`src/rtl/cla_addsub_bist_if.sv`:
```
// Adder test port: operands and controls going out, sum and carry coming back.
// Latency: none; this is wiring only.
// Backpressure: none; the adder is free-running and is sampled at fixed cycles.
//
// Ports/signals:
//   A, B     operands (WIDTH bits)
//   Cin      carry-in
//   control  0 = add, 1 = subtract
//   sum      adder result (WIDTH bits)
//   Cout     adder carry-out
// Modports: master = BIST side (drives the operands), slave = adder side.
interface cla_addsub_bist_if #(
    parameter int WIDTH = 4
);
    logic [WIDTH-1:0] A;
    logic [WIDTH-1:0] B;
    logic             Cin;
    logic             control;
    logic [WIDTH-1:0] sum;
    logic             Cout;

    modport master (
        output A, B, Cin, control,
        input  sum, Cout
    );

    modport slave (
        input  A, B, Cin, control,
        output sum, Cout
    );
endinterface

```
`src/rtl/cla_addsub_bist.sv`:
```
// Exhaustive self-test sweep of a carry-look-ahead add/sub unit, checked against an internal reference.
// Latency: N + DUT_LAT + 1 cycles from the start edge to done (N = 2^(2*WIDTH+2)).
// Backpressure: none; start is only accepted in IDLE or DONE and is ignored while busy.
//
// Ports:
//   clk, rst        clock and synchronous active-high reset
//   start           single-cycle run request
//   adder           master side of the adder port (A/B/Cin/control out, sum/Cout in)
//   busy            run or drain in progress (registered from state)
//   done, pass      run complete; pass = 1 iff no mismatch was seen
//   err_count       saturating mismatch count
//   first_fail_vec  {control,Cin,B,A} of the first mismatch, 0 if none
//   first_fail_got  {Cout,sum} seen at the first mismatch, 0 if none
module cla_addsub_bist #(
    parameter int WIDTH   = 4,
    parameter int DUT_LAT = 0,
    parameter int ERR_W   = 8
) (
    input  logic                  clk,
    input  logic                  rst,
    input  logic                  start,
    cla_addsub_bist_if.master     adder,
    output logic                  busy,
    output logic                  done,
    output logic                  pass,
    output logic [ERR_W-1:0]      err_count,
    output logic [2*WIDTH+1:0]    first_fail_vec,
    output logic [WIDTH:0]        first_fail_got
);
    localparam int VW = 2*WIDTH + 2;
    localparam logic [VW-1:0] LAST_VEC = '1;
    // Delay-line arrays need at least one entry even when unused.
    localparam int DL = (DUT_LAT == 0) ? 1 : DUT_LAT;

    typedef enum logic [1:0] {IDLE, RUN, DRAIN, DONE} state_t;

    state_t           state, state_nxt;
    logic [VW-1:0]    vec;          // vector currently on the adder inputs
    logic             drv_vld;      // vec is a real test vector this cycle
    logic [1:0]       drain_cnt;

    logic [WIDTH-1:0] vec_a, vec_b, b_op;
    logic             vec_cin, vec_ctl;
    logic [WIDTH:0]   exp_now;
    logic [WIDTH:0]   got;

    logic             cmp_vld;
    logic [WIDTH:0]   cmp_exp;
    logic [VW-1:0]    cmp_tag;
    logic             cmp_en;
    logic             mismatch;

    // Vector layout puts A in the LSBs and control in the MSB, so a plain
    // binary count runs every addition before any subtraction.
    assign vec_a   = vec[WIDTH-1:0];
    assign vec_b   = vec[2*WIDTH-1:WIDTH];
    assign vec_cin = vec[2*WIDTH];
    assign vec_ctl = vec[2*WIDTH+1];

    assign adder.A       = vec_a;
    assign adder.B       = vec_b;
    assign adder.Cin     = vec_cin;
    assign adder.control = vec_ctl;

    // Reference: subtraction is A + ~B + Cin, Cin acting as the +1 of two's complement.
    assign b_op    = vec_ctl ? ~vec_b : vec_b;
    assign exp_now = {1'b0, vec_a} + {1'b0, b_op} + {{WIDTH{1'b0}}, vec_cin};
    assign got     = {adder.Cout, adder.sum};

    // Expected value and tag travel alongside the adder pipeline so each
    // compare lines up with the vector that produced it.
    generate
        if (DUT_LAT == 0) begin : g_nodelay
            assign cmp_vld = drv_vld;
            assign cmp_exp = exp_now;
            assign cmp_tag = vec;
        end else begin : g_delay
            logic           dl_vld [DL];
            logic [WIDTH:0] dl_exp [DL];
            logic [VW-1:0]  dl_tag [DL];

            always_ff @(posedge clk) begin
                if (rst) begin
                    for (int i = 0; i < DL; i++) begin
                        dl_vld[i] <= 1'b0;
                        dl_exp[i] <= '0;
                        dl_tag[i] <= '0;
                    end
                end else begin
                    dl_vld[0] <= drv_vld;
                    dl_exp[0] <= exp_now;
                    dl_tag[0] <= vec;
                    for (int i = 1; i < DL; i++) begin
                        dl_vld[i] <= dl_vld[i-1];
                        dl_exp[i] <= dl_exp[i-1];
                        dl_tag[i] <= dl_tag[i-1];
                    end
                end
            end

            assign cmp_vld = dl_vld[DL-1];
            assign cmp_exp = dl_exp[DL-1];
            assign cmp_tag = dl_tag[DL-1];
        end
    endgenerate

    assign cmp_en   = cmp_vld && (state == RUN || state == DRAIN);
    assign mismatch = cmp_en && (got != cmp_exp);

    always_ff @(posedge clk) begin
        if (rst) state <= IDLE;
        else     state <= state_nxt;
    end

    always_comb begin
        state_nxt = state;
        case (state)
            IDLE:  if (start) state_nxt = RUN;
            RUN:   if (vec == LAST_VEC) state_nxt = (DUT_LAT > 0) ? DRAIN : DONE;
            DRAIN: if (drain_cnt == 2'(DUT_LAT - 1)) state_nxt = DONE;
            DONE:  if (start) state_nxt = RUN;
            default: state_nxt = IDLE;
        endcase
    end

    always_ff @(posedge clk) begin
        if (rst) begin
            vec            <= '0;
            drv_vld        <= 1'b0;
            drain_cnt      <= '0;
            busy           <= 1'b0;
            done           <= 1'b0;
            pass           <= 1'b0;
            err_count      <= '0;
            first_fail_vec <= '0;
            first_fail_got <= '0;
        end else begin
            // Status flags lag the state by one edge, so done rises only
            // after the final compare has landed in err_count.
            busy <= (state == RUN) || (state == DRAIN);
            done <= (state == DONE) && !start;
            pass <= (state == DONE) && !start && (err_count == '0);

            if (mismatch) begin
                if (err_count == '0) begin
                    first_fail_vec <= cmp_tag;
                    first_fail_got <= got;
                end
                if (err_count != '1) err_count <= err_count + ERR_W'(1);
            end

            case (state)
                IDLE, DONE: begin
                    if (start) begin
                        vec            <= '0;
                        drv_vld        <= 1'b1;
                        err_count      <= '0;
                        first_fail_vec <= '0;
                        first_fail_got <= '0;
                    end
                end
                RUN: begin
                    if (vec == LAST_VEC) begin
                        drv_vld   <= 1'b0;
                        drain_cnt <= '0;
                        // Last vector is held through DRAIN; cleared on DONE entry.
                        if (DUT_LAT == 0) vec <= '0;
                    end else begin
                        vec <= vec + VW'(1);
                    end
                end
                DRAIN: begin
                    drain_cnt <= drain_cnt + 2'd1;
                    if (drain_cnt == 2'(DUT_LAT - 1)) vec <= '0;
                end
                default: ;
            endcase
        end
    end
endmodule

```
`src/flat_wrapper.sv`:
```
// flat-port wrapper written by rule: the top's interface ports become plain ports
module cla_addsub_bist_flat 
#(
    parameter int WIDTH   = 4,
    parameter int DUT_LAT = 0,
    parameter int ERR_W   = 8
)
  (clk, rst, start, busy, done, pass, err_count, first_fail_vec, first_fail_got, adder_A, adder_B, adder_Cin, adder_control, adder_sum, adder_Cout);
  cla_addsub_bist_if #(.WIDTH(WIDTH)) adder_i ();
  input  logic clk;
  input  logic rst;
  input  logic start;
  output logic busy;
  output logic done;
  output logic pass;
  output logic [ERR_W-1:0] err_count;
  output logic [2*WIDTH+1:0] first_fail_vec;
  output logic [WIDTH:0] first_fail_got;
  output wire logic [$bits(adder_i.A)-1:0] adder_A;
  output wire logic [$bits(adder_i.B)-1:0] adder_B;
  output wire logic [$bits(adder_i.Cin)-1:0] adder_Cin;
  output wire logic [$bits(adder_i.control)-1:0] adder_control;
  input wire logic [$bits(adder_i.sum)-1:0] adder_sum;
  input wire logic [$bits(adder_i.Cout)-1:0] adder_Cout;
  assign adder_A = adder_i.A;
  assign adder_B = adder_i.B;
  assign adder_Cin = adder_i.Cin;
  assign adder_control = adder_i.control;
  assign adder_i.sum = adder_sum;
  assign adder_i.Cout = adder_Cout;
  cla_addsub_bist #(.WIDTH(WIDTH), .DUT_LAT(DUT_LAT), .ERR_W(ERR_W)) u_core (.clk(clk), .rst(rst), .start(start), .adder(adder_i), .busy(busy), .done(done), .pass(pass), .err_count(err_count), .first_fail_vec(first_fail_vec), .first_fail_got(first_fail_got));
endmodule
```
`config.mk`:
```
export PLATFORM = sky130hd
export DESIGN_NAME = cla_addsub_bist_flat
export DESIGN_NICKNAME = d
export VERILOG_FILES = /design/src/rtl/cla_addsub_bist_if.sv /design/src/rtl/cla_addsub_bist.sv /design/src/flat_wrapper.sv
export SDC_FILE = /design/constraint.sdc
export NUM_CORES = 1
export LEC_CHECK = 0
export BUFFER_PORTS_ARGS = -buffer_cell sky130_fd_sc_hd__buf_2
export CAP_MARGIN = 20
export CORE_MARGIN = 3
export CORE_UTILIZATION = 54
export DETAILED_ROUTE_END_ITERATION = 10
export GPL_ROUTABILITY_DRIVEN = 0
export GPL_TIMING_DRIVEN = 1
export HOLD_SLACK_MARGIN = 0.06
export PLACE_DENSITY = 0.79
export SLEW_MARGIN = 20
export SYNTH_ARGS = -nofsm -noshare
export SYNTH_HDL_FRONTEND = slang
export SYNTH_SLANG_ARGS = --single-unit
```
`constraint.sdc`:
```
create_clock -name clk -period 3.13 [get_ports clk]
set_input_delay 0.313 -clock clk [delete_from_list [all_inputs] [get_ports clk]]
set_output_delay 0.313 -clock clk [all_outputs]
set_load 0.02 [all_outputs]
```
==> metrics.yaml <==
cells_and_area:
  layout-area-overhead-vs-synth_pct: 18.3
  multiInputGateArea_um2: 1140
  nFillCells: 315
  finalNetCount: 314
  num_antenna_cells: 0
  final_core_utilization_pct: 69.5
  seqCellArea_um2: 821
  layout_commonest_cell: "sky130_fd_sc_hd__buf_2"
  most_frequent_cells_in_the_layout: "sky130_fd_sc_hd__buf_2, sky130_fd_sc_hd__dfxtp_1, sky130_fd_sc_hd__a21oi_1"
  drive_gt1_share_pct: 20.0
flow_run:
  max_cap_violations: 0
critical_path:
  critical_path.max_stage_delay_ns: 0.52
  cp_data_required_time_ns: 3.36
  crit_path_end_kind: "register"
  worst-path-buf-inv: 1
  cp_slowest_cell: "sky130_fd_sc_hd__or4_1"
  worst-r2r-cell-count: 9
  timing.critical_path.from_type: "register"
  crit-reg2reg-capture: "u_core.err_count[5]"
  r2r_start: "u_core.cmp_tag[8]"
  critical_path.max_fanout: 26
  timing.critical_path.arrival_ns: 3.04
  timing.critical_path.mode_cell: "sky130_fd_sc_hd__fa_1"
  timing.critical_path.max_delay_family: "adder cells"
  critical_path.cell_chain: "inv_1 > fa_1 > fa_1 > nor2b_1 > o21ai_1 > nor3b_1 > o211a_4 > or4_1 > a21oi_1"
  setup.worst_path.class: "register to register"
  worst_reg2reg_setup_slack_ns: 0.31
floorplanning:
  pin_count: 44
  dieWidth_um: 67.6
  fp.dieArea_um2: 4580
  core-area_um2: 3490
  die_y_um: 67.6
  floorplan.initialDensity_pct: 58.7
  number_of_cell_rows: 21
logic_synthesis:
  synth-edff-count: 0
  number_of_storage_elements_in_the_synthesis_netlist: 41
  synthArstFlopShare_pct: 0
  synth.net_count: 269
  ys.warnings.count: 0
  syn_avg_cell_area_um2: 8.24
  synth_cell_types: 39
  ys_dominant_reg_cell: "sky130_fd_sc_hd__dfxtp_1"
  syn-cell-area_um2: 2050
  ys_seq_area_share_pct: 40.0
  post_synth_inst_count: 249
route:
  detail_route.drc_violations: 0
  via_count: 1964
  initialDrtViolationCount: 188
  wl_per_cell_um: 14.1
  routed_wirelength_um: 4810
  detail_route.vias_per_cell: 5.76
  final_antenna_net_count: 0
  detail_route.first_pass.iterations: 5
clock_network:
  cts_hold_repair.buffers: 0
  cts_setup_buffers: 0
  cts_inserted_buffers: 5
  htree_levels: 2
  cts-root-to-sink-buffers: 2
  tritoncts: "done"
  cts.repair.resized: 0
  cts.clk_slew.worst_paths_ns: 0.08
  clk_root_buffer_cell: "sky130_fd_sc_hd__clkbuf_8"
  clock_latency_ns: 0.30
  clkSinkCount: 41
timing:
  setup_viol_count_final: 0
  worst_hold_slack_ns: 0.249
  setup_tns_after_final_layout_ns: 0
  timing_hold_violations_final: 0
  rsz0062_at_grt: "false"
  fin_skew_ns: 0.00441
  report.final.slew_viol_count: 0
  timing.max_slew.rel_slack_pct: 48.0
  postLayoutSetupSlackWorst_ns: 0.311
  fin_crit_ns: 2.82
  tightestPinTransition_ns: 0.779
  final_min_period_over_clock_period_pct: 90.1
  clock.fmax_mhz: 355
global_routing:
  antenna_found_initial: 0
  via_count_of_the_first_global_routing_pass: 1655
  grt_busiest_layer: "met2"
  first_pass_grt_wire_length_um: 7800
  gr-usage-met2_pct: 33.5
  largest_net_degree_at_the_start_of_global_routing: 27
  global_route.overflow_total: 0
  grtUsageTotal_pct: 23.0
  gr-usage-met1_pct: 31.2
  routing_usage_on_met3_pct: 6.82
hold_path:
  worst_hold_path.endpoint: "u_core.done"
  hold_start: "start"
  timing.hold.worst_path_depth: 2
  hold_path_class: "input port to register"
place:
  pre_cts_slack_ns: 0.324
  port_buffers: 43
  detail_placement_hpwl_um: 3400
power:
  power.ir.vdd_worst_mv: 0.477
  cellInternalPower_w: 0.000903
  comb_power_share_pct: 30.6
  power_leakage_nw: 1.02
  netSwitchingPower_w: 0.000509
  design_power_total_w: 0.00141
  power.switching_fraction_pct: 36.1
  clock_group_share_of_total_power_pct: 27.2
  power.density_nw_per_um2: 582
  seq_power_share_pct: 42.2
outcome:
  run_status: "completed"
## flip-flops by register name, indices dropped and copies added, names as in the netlist
| signal | count |
|---|---|
| u_core.done | 1 |
| u_core.first_fail_vec | 10 |
| u_core.first_fail_got | 5 |
| u_core.state | 2 |
| u_core.cmp_tag | 10 |
| u_core.cmp_vld | 1 |
| u_core.drain_cnt | 2 |
| u_core.busy | 1 |
| u_core.pass | 1 |
| u_core.err_count | 8 |
## worst reg2reg max path, stage by stage, from the launching register on
cell	delay, ns
sky130_fd_sc_hd__dfxtp_1	0.38
sky130_fd_sc_hd__inv_1	0.10
sky130_fd_sc_hd__fa_1	0.48
sky130_fd_sc_hd__fa_1	0.42
sky130_fd_sc_hd__nor2b_1	0.12
sky130_fd_sc_hd__o21ai_1	0.08
sky130_fd_sc_hd__nor3b_1	0.16
sky130_fd_sc_hd__o211a_4	0.33
sky130_fd_sc_hd__or4_1	0.53
sky130_fd_sc_hd__a21oi_1	0.14
## layout make-up
class                           count  share of cell area (%)
Sequential cell                    41                    33.8
Timing Repair Buffer               50                    11.0
Inverter                           10                    1.55
Clock buffer                        7                    3.97
Tap cell                           46                    2.37
Clock inverter                      1                   0.206
Multi-Input combinational cell    186                    47.1
## synthesized netlist by cell type (all sizes together), types with 3 or more instances
master  instances  share of area, %
nand2          14               2.6
xnor2           6               2.6
nor3            4              0.98
a31oi           3              0.91
xor2           10               4.3
nor2b           3              0.91
buf             4              0.98
ha             10               6.1
nor2           22               4.0
nand4           5               1.5
nand3          25               6.1
clkbuf          8               1.5
a21oi          28               6.8
and3            3              0.91
o21ai          24               5.9
dfxtp          41                40
o211ai          3               1.1
inv            10               1.8
## per-stage QoR
step / instance area, um2 / instances
detailed placement: 2330 / 333
CTS: 2430 / 341
finish: 2430 / 341
global placement: 2330 / 333
global route: 2430 / 341
floorplan: 2050 / 249
## how the worst max path moves through the flow
stage	start	to	depth (start not counted)
after floorplan	u_core.cmp_tag[9]	u_core.err_count[5]	10
after detailed placement	u_core.cmp_tag[8]	u_core.err_count[5]	9
final	u_core.cmp_tag[8]	u_core.err_count[5]	9
after CTS	u_core.cmp_tag[8]	u_core.err_count[5]	9
after global routing	u_core.cmp_tag[8]	u_core.first_fail_vec[3]	10
after global placement	u_core.cmp_tag[8]	u_core.err_count[5]	9
## power by group through the flow
| stage | clock, W | combinational, W | sequential, W |
|---|---|---|---|
| 6_report | 0.000384 | 0.000432 | 0.000596 |
| 4_1_cts | 0.000391 | 0.000429 | 0.000596 |
| 3_5_place_dp | 0 | 0.000426 | 0.000608 |
| 5_1_grt | 0.000410 | 0.000485 | 0.000601 |
| 2_1_floorplan | 0 | 0.000288 | 0.000636 |
| 3_3_place_gp | 0 | 0.000419 | 0.000606 |
## routing by layer
layer	vias up	routed length [um]
li1	970	-
met1	925	2210
met2	62	2220
met3	7	302
met4	0	76
met5	-	0
## kinds of logic after synthesis
logic type	synth area share, %
AND/OR/NAND/NOR	22.1
adder cells (fa/ha/maj)	8.05
AO/OA/AOI/OAI	18.7
XOR/XNOR	6.83
buffers and inverters	4.33
flip-flops	40.0
Power figures use the tool's default switching activity.
